$ cat src/rtl/dmem_access_ctrl_if.sv
// rtl/dmem_access_ctrl_if.sv - requester, response and byte-memory bus signals of the data memory arbiter
interface dmem_access_ctrl_if;
  logic        iReq0;
  logic        iReq1;
  logic [31:0] iAddr0;
  logic [31:0] iAddr1;
  logic [31:0] iWdata0;
  logic [31:0] iWdata1;
  logic [2:0]  iFunct3_0;
  logic [2:0]  iFunct3_1;
  logic        iWe0;
  logic        iWe1;
  logic        oGnt0;
  logic        oGnt1;
  logic        oRvalid0;
  logic        oRvalid1;
  logic [31:0] oRdata;
  logic        oErr;
  logic        oBusy;
  logic        oMemEn;
  logic        oMemWe;
  logic [31:0] oMemAddr;
  logic [7:0]  oMemWdata;
  logic [7:0]  iMemRdata;

  modport slave (
    input  iReq0, iReq1, iAddr0, iAddr1, iWdata0, iWdata1,
    input  iFunct3_0, iFunct3_1, iWe0, iWe1, iMemRdata,
    output oGnt0, oGnt1, oRvalid0, oRvalid1, oRdata, oErr, oBusy,
    output oMemEn, oMemWe, oMemAddr, oMemWdata
  );

  modport master (
    output iReq0, iReq1, iAddr0, iAddr1, iWdata0, iWdata1,
    output iFunct3_0, iFunct3_1, iWe0, iWe1, iMemRdata,
    input  oGnt0, oGnt1, oRvalid0, oRvalid1, oRdata, oErr, oBusy,
    input  oMemEn, oMemWe, oMemAddr, oMemWdata
  );
endinterface

$ cat src/rtl/dmem_access_ctrl.sv
// rtl/dmem_access_ctrl.sv - round-robin two-port arbiter splitting RV32 accesses into byte beats
module dmem_access_ctrl #(
  parameter int MEM_BYTES = 2000
) (
  input logic               iClk,
  input logic               iRst,
  dmem_access_ctrl_if.slave bus
);
  typedef enum logic [1:0] {IDLE, BEAT, CAPT} state_t;

  state_t      r_state, w_state_nxt;
  logic        r_last;
  logic        r_port;
  logic [31:0] r_addr, r_wdata, r_asm;
  logic [2:0]  r_funct3, r_n, r_k;
  logic        r_we, r_err;
  logic        r_gnt0, r_gnt1, r_rvalid0, r_rvalid1, r_oerr;
  logic [31:0] r_rdata, r_mem_addr;
  logic        r_mem_en, r_mem_we;
  logic [7:0]  r_mem_wdata;

  logic        w_accept, w_win, w_sel_we, w_illegal, w_sel_err, w_last_beat;
  logic [31:0] w_sel_addr, w_sel_wdata, w_full, w_result;
  logic [2:0]  w_sel_funct3, w_sel_n, w_k_next;
  logic [32:0] w_end;
  logic [7:0]  w_beat_byte;

  // Arbitrate in IDLE, pick the winner's operands and validate width code and range
  always_comb begin
    w_accept = 1'b0;
    w_win    = 1'b0;
    if (r_state == IDLE) begin
      if (bus.iReq0 && bus.iReq1) begin
        w_accept = 1'b1;
        w_win    = ~r_last;
      end else if (bus.iReq0) begin
        w_accept = 1'b1;
      end else if (bus.iReq1) begin
        w_accept = 1'b1;
        w_win    = 1'b1;
      end
    end
    w_sel_addr   = w_win ? bus.iAddr1 : bus.iAddr0;
    w_sel_wdata  = w_win ? bus.iWdata1 : bus.iWdata0;
    w_sel_funct3 = w_win ? bus.iFunct3_1 : bus.iFunct3_0;
    w_sel_we     = w_win ? bus.iWe1 : bus.iWe0;
    w_illegal    = 1'b0;
    case (w_sel_funct3)
      3'b000, 3'b100: w_sel_n = 3'd1;
      3'b001, 3'b101: w_sel_n = 3'd2;
      3'b010:         w_sel_n = 3'd4;
      default: begin
        w_sel_n   = 3'd1;
        w_illegal = 1'b1;
      end
    endcase
    // 33-bit end address so a base near 2^32 cannot wrap into range
    w_end     = {1'b0, w_sel_addr} + {30'd0, w_sel_n} - 33'd1;
    w_sel_err = w_illegal || (w_end >= 33'(MEM_BYTES));
  end

  // Next state: errors skip the beats and go straight to the response stage
  always_comb begin
    w_state_nxt = r_state;
    w_last_beat = (r_k == r_n - 3'd1);
    case (r_state)
      IDLE: if (w_accept) w_state_nxt = w_sel_err ? CAPT : BEAT;
      BEAT: if (w_last_beat) w_state_nxt = CAPT;
      CAPT: w_state_nxt = IDLE;
      default: w_state_nxt = IDLE;
    endcase
  end

  // Load result: final byte arrives in CAPT, then sign/zero extension by width code
  always_comb begin
    w_k_next    = r_k + 3'd1;
    w_beat_byte = 8'(r_wdata >> {w_k_next, 3'b000});
    w_full      = r_asm;
    case (r_n)
      3'd1:    w_full[7:0]   = bus.iMemRdata;
      3'd2:    w_full[15:8]  = bus.iMemRdata;
      default: w_full[31:24] = bus.iMemRdata;
    endcase
    case (r_funct3)
      3'b000:  w_result = {{24{w_full[7]}}, w_full[7:0]};
      3'b001:  w_result = {{16{w_full[15]}}, w_full[15:0]};
      3'b100:  w_result = {24'd0, w_full[7:0]};
      3'b101:  w_result = {16'd0, w_full[15:0]};
      default: w_result = w_full;
    endcase
    if (r_we || r_err) w_result = 32'd0;
  end

  // State register
  always_ff @(posedge iClk) begin
    if (iRst) r_state <= IDLE;
    else      r_state <= w_state_nxt;
  end

  // Request latch, beat sequencing, load assembly and registered outputs
  always_ff @(posedge iClk) begin
    if (iRst) begin
      r_last      <= 1'b1;
      r_port      <= 1'b0;
      r_addr      <= 32'd0;
      r_wdata     <= 32'd0;
      r_asm       <= 32'd0;
      r_funct3    <= 3'd0;
      r_n         <= 3'd1;
      r_k         <= 3'd0;
      r_we        <= 1'b0;
      r_err       <= 1'b0;
      r_gnt0      <= 1'b0;
      r_gnt1      <= 1'b0;
      r_rvalid0   <= 1'b0;
      r_rvalid1   <= 1'b0;
      r_oerr      <= 1'b0;
      r_rdata     <= 32'd0;
      r_mem_en    <= 1'b0;
      r_mem_we    <= 1'b0;
      r_mem_addr  <= 32'd0;
      r_mem_wdata <= 8'd0;
    end else begin
      r_gnt0    <= 1'b0;
      r_gnt1    <= 1'b0;
      r_rvalid0 <= 1'b0;
      r_rvalid1 <= 1'b0;
      case (r_state)
        IDLE: begin
          if (w_accept) begin
            r_last      <= w_win;
            r_port      <= w_win;
            r_addr      <= w_sel_addr;
            r_wdata     <= w_sel_wdata;
            r_funct3    <= w_sel_funct3;
            r_we        <= w_sel_we;
            r_n         <= w_sel_n;
            r_k         <= 3'd0;
            r_err       <= w_sel_err;
            r_asm       <= 32'd0;
            r_gnt0      <= ~w_win;
            r_gnt1      <= w_win;
            r_mem_en    <= ~w_sel_err;
            r_mem_we    <= ~w_sel_err & w_sel_we;
            r_mem_addr  <= w_sel_addr;
            r_mem_wdata <= w_sel_wdata[7:0];
          end
        end
        BEAT: begin
          // Byte read in the previous beat is on iMemRdata now
          if (!r_we) begin
            case (r_k)
              3'd1:    r_asm[7:0]   <= bus.iMemRdata;
              3'd2:    r_asm[15:8]  <= bus.iMemRdata;
              3'd3:    r_asm[23:16] <= bus.iMemRdata;
              default: ;
            endcase
          end
          if (w_last_beat) begin
            r_mem_en <= 1'b0;
            r_mem_we <= 1'b0;
          end else begin
            r_k         <= w_k_next;
            r_mem_addr  <= r_addr + {29'd0, w_k_next};
            r_mem_wdata <= w_beat_byte;
          end
        end
        CAPT: begin
          r_rdata   <= w_result;
          r_oerr    <= r_err;
          r_rvalid0 <= ~r_port;
          r_rvalid1 <= r_port;
        end
        default: ;
      endcase
    end
  end

  assign bus.oGnt0     = r_gnt0;
  assign bus.oGnt1     = r_gnt1;
  assign bus.oRvalid0  = r_rvalid0;
  assign bus.oRvalid1  = r_rvalid1;
  assign bus.oRdata    = r_rdata;
  assign bus.oErr      = r_oerr;
  assign bus.oBusy     = (r_state != IDLE);
  assign bus.oMemEn    = r_mem_en;
  assign bus.oMemWe    = r_mem_we;
  assign bus.oMemAddr  = r_mem_addr;
  assign bus.oMemWdata = r_mem_wdata;
endmodule

$ cat src/flat_wrapper.sv
// flat-port wrapper written by rule: the top's interface ports become plain ports
module dmem_access_ctrl_flat 
#(
  parameter int MEM_BYTES = 2000
)
  (iClk, iRst, bus_iReq0, bus_iReq1, bus_iAddr0, bus_iAddr1, bus_iWdata0, bus_iWdata1, bus_iFunct3_0, bus_iFunct3_1, bus_iWe0, bus_iWe1, bus_iMemRdata, bus_oGnt0, bus_oGnt1, bus_oRvalid0, bus_oRvalid1, bus_oRdata, bus_oErr, bus_oBusy, bus_oMemEn, bus_oMemWe, bus_oMemAddr, bus_oMemWdata);
  dmem_access_ctrl_if bus_i ();
  input logic iClk;
  input logic iRst;
  input wire logic [$bits(bus_i.iReq0)-1:0] bus_iReq0;
  input wire logic [$bits(bus_i.iReq1)-1:0] bus_iReq1;
  input wire logic [$bits(bus_i.iAddr0)-1:0] bus_iAddr0;
  input wire logic [$bits(bus_i.iAddr1)-1:0] bus_iAddr1;
  input wire logic [$bits(bus_i.iWdata0)-1:0] bus_iWdata0;
  input wire logic [$bits(bus_i.iWdata1)-1:0] bus_iWdata1;
  input wire logic [$bits(bus_i.iFunct3_0)-1:0] bus_iFunct3_0;
  input wire logic [$bits(bus_i.iFunct3_1)-1:0] bus_iFunct3_1;
  input wire logic [$bits(bus_i.iWe0)-1:0] bus_iWe0;
  input wire logic [$bits(bus_i.iWe1)-1:0] bus_iWe1;
  input wire logic [$bits(bus_i.iMemRdata)-1:0] bus_iMemRdata;
  output wire logic [$bits(bus_i.oGnt0)-1:0] bus_oGnt0;
  output wire logic [$bits(bus_i.oGnt1)-1:0] bus_oGnt1;
  output wire logic [$bits(bus_i.oRvalid0)-1:0] bus_oRvalid0;
  output wire logic [$bits(bus_i.oRvalid1)-1:0] bus_oRvalid1;
  output wire logic [$bits(bus_i.oRdata)-1:0] bus_oRdata;
  output wire logic [$bits(bus_i.oErr)-1:0] bus_oErr;
  output wire logic [$bits(bus_i.oBusy)-1:0] bus_oBusy;
  output wire logic [$bits(bus_i.oMemEn)-1:0] bus_oMemEn;
  output wire logic [$bits(bus_i.oMemWe)-1:0] bus_oMemWe;
  output wire logic [$bits(bus_i.oMemAddr)-1:0] bus_oMemAddr;
  output wire logic [$bits(bus_i.oMemWdata)-1:0] bus_oMemWdata;
  assign bus_i.iReq0 = bus_iReq0;
  assign bus_i.iReq1 = bus_iReq1;
  assign bus_i.iAddr0 = bus_iAddr0;
  assign bus_i.iAddr1 = bus_iAddr1;
  assign bus_i.iWdata0 = bus_iWdata0;
  assign bus_i.iWdata1 = bus_iWdata1;
  assign bus_i.iFunct3_0 = bus_iFunct3_0;
  assign bus_i.iFunct3_1 = bus_iFunct3_1;
  assign bus_i.iWe0 = bus_iWe0;
  assign bus_i.iWe1 = bus_iWe1;
  assign bus_i.iMemRdata = bus_iMemRdata;
  assign bus_oGnt0 = bus_i.oGnt0;
  assign bus_oGnt1 = bus_i.oGnt1;
  assign bus_oRvalid0 = bus_i.oRvalid0;
  assign bus_oRvalid1 = bus_i.oRvalid1;
  assign bus_oRdata = bus_i.oRdata;
  assign bus_oErr = bus_i.oErr;
  assign bus_oBusy = bus_i.oBusy;
  assign bus_oMemEn = bus_i.oMemEn;
  assign bus_oMemWe = bus_i.oMemWe;
  assign bus_oMemAddr = bus_i.oMemAddr;
  assign bus_oMemWdata = bus_i.oMemWdata;
  dmem_access_ctrl #(.MEM_BYTES(MEM_BYTES)) u_core (.iClk(iClk), .iRst(iRst), .bus(bus_i));
endmodule
$ cat config.mk
export PLATFORM = sky130hd
export DESIGN_NAME = dmem_access_ctrl_flat
export DESIGN_NICKNAME = d
export VERILOG_FILES = /design/src/rtl/dmem_access_ctrl_if.sv /design/src/rtl/dmem_access_ctrl.sv /design/src/flat_wrapper.sv
export SDC_FILE = /design/constraint.sdc
export NUM_CORES = 1
export LEC_CHECK = 0
export CORE_MARGIN = 1
export CORE_UTILIZATION = 57
export DETAILED_ROUTE_END_ITERATION = 7
export DONT_BUFFER_PORTS = 1
export PLACE_DENSITY_LB_ADDON = 0.25
export SYNTH_ARGS = -nofsm -noshare
export SYNTH_HDL_FRONTEND = slang
export SYNTH_SLANG_ARGS = --single-unit
$ cat constraint.sdc
create_clock -name iClk -period 8.1 [get_ports iClk]
set_input_delay 0.81 -clock iClk [delete_from_list [all_inputs] [get_ports iClk]]
set_output_delay 0.81 -clock iClk [all_outputs]
set_load 0.02 [all_outputs]
# After elaboration in Yosys (flattened, before gate mapping)
# Cells that the tools add are included.
# W data, S select, Z words.
[totals] output_inout_bits=80 inputBits=148 word_cells=122 register_bits=182
[op_classes] n_reduce_logical=20 n_eq_ne=22 shifts=1 mux=42 addsub=5 order_cmp=1 bitwise=8
[op_table] op="$mux W32" count=5
[op_table] op="$pmux W32 S4" count=1
[op_table] op="$mux W8" count=8
[op_table] op="$pmux W32 S2" count=1
[op_table] op="$mux W24" count=2
[op_table] op="$pmux W24 S2" count=1
[op_table] op="$add A32 B3 Y33" count=1
[op_table] op="$ge A33 B11 Y1 const B" count=1
[op_table] op="$sub A33 B1 Y33 const B" count=1
[op_table] op="$add A32 B3 Y32" count=1
[op_table] op="$shr A32 B6 Y8" count=1
[op_table] op="$pmux W8 S2" count=1
[op_table] op="$eq A3 B1 Y1 const B" count=4
[op_table] op="$eq A3 B2 Y1 const B" count=4
[op_table] op="$eq A3 B3 Y1 const B" count=4
[op_table] op="$mux W1" count=12
[op_table] op="$pmux W3 S2" count=2
[op_table] op="$reduce_and A4 Y1" count=3
[op_table] op="$ne A2 B2 Y1 const B" count=5
[op_table] op="$mux W3" count=3
[op_table] op="$not A1 Y1" count=7
[op_table] op="$logic_not A3 Y1" count=2
[op_table] op="$mux W2" count=3
[op_table] op="$reduce_and A3 Y1" count=2
[op_table] op="other kinds (17)" count=24

# Depth between registers and ports, before layout
[depth] ltp_word=16 depth_mapped=22 mapped_depth_nobuf=20

# Worst setup path before layout
# No wires, ideal clock.
[synth_timing] kind="input port to flip-flop" startpoint="input bus_iReq0" endpoint="register u_core.r_mem_en, in the netlist u_core.bus.oMemEn" n_path_buf=3 path_stages=18 arrival_ns=6.140 setup_ns=0.070 slack_ns=1.890 required_ns=8.030 cell_sequence="nand2_1 nand3_1 clkbuf_1 buf_1 buf_1 mux2i_1 ha_1 inv_1 ha_1 a21o_2 nand4_1 a211oi_4 or4_1 a2111o_1 or4b_1 or4_4 or4b_1 a21oi_1"
[synth_via] elab_chain_cells=14 elab_cells_between_ends=27 classes_between="add/sub: 2; order compare: 1; eq/ne: 5; mux: 12; bitwise: 1; reduce/logical: 6"
[synth_rtl] element="from (decl)" line="flat_wrapper.sv:10" rtl="input wire logic [$bits(bus_i.iReq0)-1:0] bus_iReq0;"
[synth_rtl] element="$mux W1 / $logic_and A1 B1 Y1 (equally long branches)" line="dmem_access_ctrl.sv:36, dmem_access_ctrl.sv:33"
[synth_rtl] element="$mux W1" line="dmem_access_ctrl.sv:33" rtl="if (bus.iReq0 && bus.iReq1) begin"
[synth_rtl] element="$mux W1" line="dmem_access_ctrl.sv:32" rtl="if (r_state == IDLE) begin"
[synth_rtl] element="$mux W3" line="dmem_access_ctrl.sv:45" rtl="w_sel_funct3 = w_win ? bus.iFunct3_1 : bus.iFunct3_0;"
[synth_rtl] element="$eq A3 B1 Y1 / $eq A3 B3 Y1 (equally long branches)" line="dmem_access_ctrl.sv:48" rtl="case (w_sel_funct3)"
[synth_rtl] element="$reduce_or A2 Y1" line="dmem_access_ctrl.sv:48"
[synth_rtl] element="$pmux W3 S2" line="dmem_access_ctrl.sv:48"
[synth_rtl] element="$add A32 B3 Y33" line="dmem_access_ctrl.sv:58" rtl="w_end = {1'b0, w_sel_addr} + {30'd0, w_sel_n} - 33'd1;"
[synth_rtl] element="$sub A33 B1 Y33" line="dmem_access_ctrl.sv:58"
[synth_rtl] element="$ge A33 B11 Y1" line="dmem_access_ctrl.sv:59" rtl="w_sel_err = w_illegal || (w_end >= 33'(MEM_BYTES));"
[synth_rtl] element="$logic_or A1 B1 Y1" line="dmem_access_ctrl.sv:59"
[synth_rtl] element="$not A1 Y1" line="dmem_access_ctrl.sv:143" rtl="r_mem_en <= ~w_sel_err;"
[synth_rtl] element="$mux W1" line="dmem_access_ctrl.sv:130" rtl="if (w_accept) begin"
[synth_rtl] element="$pmux W1 S2" line="dmem_access_ctrl.sv:128" rtl="case (r_state)"
[synth_rtl] element="to (signal assigned)" line="dmem_access_ctrl.sv:143"
[synth_rtl] element="to (decl)" line="dmem_access_ctrl.sv:19" rtl="logic r_mem_en, r_mem_we;"
# Parallel ways exist; a longest one is shown, timed or not. The select of a mux whose other input is x is not followed.
# A chain may end at the register's enable or synchronous reset.

# Worst setup path after layout
[layout_timing] startpoint="register u_core.r_state[0]" endpoint="register u_core.r_state[0]"
[layout_via] elab_chain_cells=13 elab_cells_between_ends=25 classes_between="add/sub: 2; order compare: 1; eq/ne: 7; mux: 9; reduce/logical: 6"
[layout_rtl] element="from (decl)" line="dmem_access_ctrl.sv:11" rtl="state_t r_state, w_state_nxt;"
[layout_rtl] element="from (signal assigned)" line="dmem_access_ctrl.sv:97" rtl="else r_state <= w_state_nxt;"
[layout_rtl] element="$logic_not A2 Y1" line="dmem_access_ctrl.sv:32, dmem_access_ctrl.sv:66"
[layout_rtl] element="$mux W1" line="dmem_access_ctrl.sv:32"
[layout_rtl] element="$mux W3" line="dmem_access_ctrl.sv:45"
[layout_rtl] element="$eq A3 B1 Y1 / $eq A3 B3 Y1 (equally long branches)" line="dmem_access_ctrl.sv:48"
[layout_rtl] element="$reduce_or A2 Y1" line="dmem_access_ctrl.sv:48"
[layout_rtl] element="$pmux W3 S2" line="dmem_access_ctrl.sv:48"
[layout_rtl] element="$add A32 B3 Y33" line="dmem_access_ctrl.sv:58"
[layout_rtl] element="$sub A33 B1 Y33" line="dmem_access_ctrl.sv:58"
[layout_rtl] element="$ge A33 B11 Y1" line="dmem_access_ctrl.sv:59"
[layout_rtl] element="$logic_or A1 B1 Y1" line="dmem_access_ctrl.sv:59"
[layout_rtl] element="$mux W2 (2 in a row)" line="dmem_access_ctrl.sv:67" rtl="IDLE: if (w_accept) w_state_nxt = w_sel_err ? CAPT : BEAT;"
[layout_rtl] element="$pmux W2 S2" line="dmem_access_ctrl.sv:66" rtl="case (r_state)"
# Parallel ways exist; a longest one is shown, timed or not. The select of a mux whose other input is x is not followed.

==> metrics <==
final hold violations 0; register area share after synthesis 33.1%; crit path kind reg -> reg; Slowest cell on crit path nand3_4; Synth area leaders dfxtp_1 33%, a21oi_1 7.7%, nor2_1 7.4%; postcts setup bufs 0; Slew @ Worst Pin 1210 ps; Slew Limit Headroom 19.4%; Resized cells post-CTS 0; Die H 141 µm; clk slew on worst S/H paths 70 ps; area of the multi-input gates 0.00671 mm²; Finished Layout Cells 1,634; CTS Hold Bufs 0; CTS tree done; PwrDens 217 mW/mm²; Design Area, Final 0.0116 mm²; DR vias/cell 6.23; CTS root buf clkbuf_16; Rows 50; Final GP Congestion 0.950; Final min period 6270 ps; io pins 228; final setup violating endpoints 0; dominant synthesized flop cell dfxtp_1; share of layout cells above drive strength 1 6.55%; Yosys cell types 74; area delta synth->final 5.39%; IO Port Bufs 0; max-slew violations 0; DRT iter0 DRCs 940; DPL Wire Length 22.7 mm; leakage 4.75 nW; Total GRT Usage 30.6%; DR pass1 iterations 5; FF+latch count, synth 182; CTS Buf Count 17; FF/Latch Area 0.00364 mm²; crit path cell chain nor2_1, nand3_4, nor3_1, a21oi_1, or2_2, ha_1, inv_1, ha_1, a21o_2, nand4_1, a211oi_4, or4_1, a2111o_1, or4b_1, or4_4, or4b_1, a21oi_1; Critical Path RT 8470 ps; critical path endpoint category flip-flop; number of remaining DRC errors 0; initial antenna violation count 0; Starting Density 58.4%; placed insts 1,602; CTS H-tree lvls 4; largest net degree at the start of global routing 183; Tcrit/Tclk final 77.4%; Final Skew 9.33 ps; number of flops mapped to enable cells by yosys 0; max cap viols 0; worst hold path class in -> reg; synthesized cell area 0.0110 mm²; area leader, netlist dfxtp_1; drt total wl 30.8 mm; DIE AREA 0.0199 mm²; clock net sink count 182; status finished clean; Avg Synthesized Cell Area 7.69 µm²; f_max 159 MHz; Worst-Skew Late Latency 440 ps; routed length per placed instance 18.9 µm; Post-synth top cells 217 x nor2_1, 186 x nand2_1, 182 x dfxtp_1; vias in the first global route 8,905; WP data arrival 6640 ps; global-route wire length before repair 48.1 mm; Max Buffers Root-to-Sink 2; total power 0.00251 W; RSZ-0062 raised after global routing false; antenna cells 0; Syn Inst Count 1,429; share of Yosys cell area claimed by the top area cell type 33.1%; post-synth net total 1,623; Die Wd 141 µm; Placed Area 0.0110 mm²; Critical Path Start Type flip-flop; Worst VDD drop 0.125 mV; DRT antenna net count 0; largest stage delay on the critical path 660 ps; GR Overflow Total 0; core area 0.0188 mm²; most numerous cell in the Yosys netlist nor2_1; TNS Setup 0 ps; ys async rst share 0%; Via Count 10,176; synthesis warning total 0; worst-path fanout max 41; Layout fillers 1,700; Nets 1,555
cells by family after synthesis:
kind of cell / after synthesis / synth area share, %
fa+ha+maj: 46 / 5.37
simple gates: 528 / 21.0
flops: 182 / 33.1
buf+inv: 160 / 6.09
compound gates: 414 / 24.8
mux: 63 / 6.75
xor+xnor: 36 / 2.87
worst paths after layout:
kind,startpoint,depth (start not counted),end,slack (ps)
max reg2reg,u_core.r_state[0]$_SDFFE_PP0P_,17,u_core.r_state[0]$_SDFFE_PP0P_,1830
min,iRst,1,u_core.bus.oMemAddr[8]$_SDFFE_PP0P_,440
min reg2reg,u_core.r_last$_SDFFE_PP1P_,2,u_core.r_last$_SDFFE_PP1P_,480
max,u_core.r_state[0]$_SDFFE_PP0P_,17,u_core.r_state[0]$_SDFFE_PP0P_,1830
stage by stage:
step / utilization, % / hold WS [ps] / setup WS (ps)
global placement: 58.4 / 462 / 1860
finish: 61.5 / 440 / 1830
floorplan: - / 417 / 1890
CTS: 61.5 / 432 / 1880
global route: 61.5 / 425 / 1370
detailed placement: 58.4 / 469 / 1770
per-layer routing:
layer  GRT usage [%]  wire length, µm  up-vias  part of all wire, %
li1                -                -     4970                    -
met1            45.7            14600     4725                   47
met2            44.3            12900      447                   42
met3            6.66             2920       34                  9.5
met4            7.09              422        0                  1.4
met5               0                0        -                    0
sequential cells by signal, indices dropped and copies added, names as in the netlist, 2 cells and up:
signal                cells
u_core.bus.oRdata        32
u_core.r_n                3
u_core.r_funct3           3
u_core.r_addr            32
u_core.bus.oMemWdata      8
u_core.r_k                3
u_core.bus.oMemAddr      32
u_core.r_wdata           32
u_core.r_state            2
u_core.r_asm             24
cells in the final DEF (no fill, tap or decap), drive strengths merged, types with 7 or more instances in the layout:
cell	count
a31oi	10
xor2	20
a22oi	8
mux2i	46
clkbuf	18
o211ai	30
nor2	217
a21o	20
nor3	18
a311oi	25
nand4	18
ha	44
xnor2	16
nand3	22
mux2	9
a211oi	72
nand2	186
mux4	8
nand2b	7
and3	11
a21oi	170
o21ai	26
nor2b	7
o21a	9
inv	71
buf	12
dfxtp	182
worst max-delay path, delay by kind of cell (launching register included):
kind / cells / cell delay, ps
AND/OR/NAND/NOR: 9 / 4210
buffers and inverters: 1 / 50
AO/OA/AOI/OAI: 5 / 1010
adder cells (fa/ha/maj): 2 / 600
flip-flops: 1 / 330
layout make-up:
class | count | share of cell area, %
clock buffer | 18 | 3.79
sequential | 182 | 31.4
clock inverter | 14 | 1.28
multi-input combinational | 1087 | 57.9
tap | 260 | 2.81
timing repair buffer | 12 | 0.777
inverter | 61 | 1.98
power by group:
part           total (W)  internal, W  switching (W)
Clock           0.000831     0.000423       0.000408
Combinational   0.000638     0.000237       0.000401
Sequential       0.00105     0.000959      0.0000870
Total            0.00251      0.00162       0.000896
No activity file was read; power rests on OpenSTA's default activity.
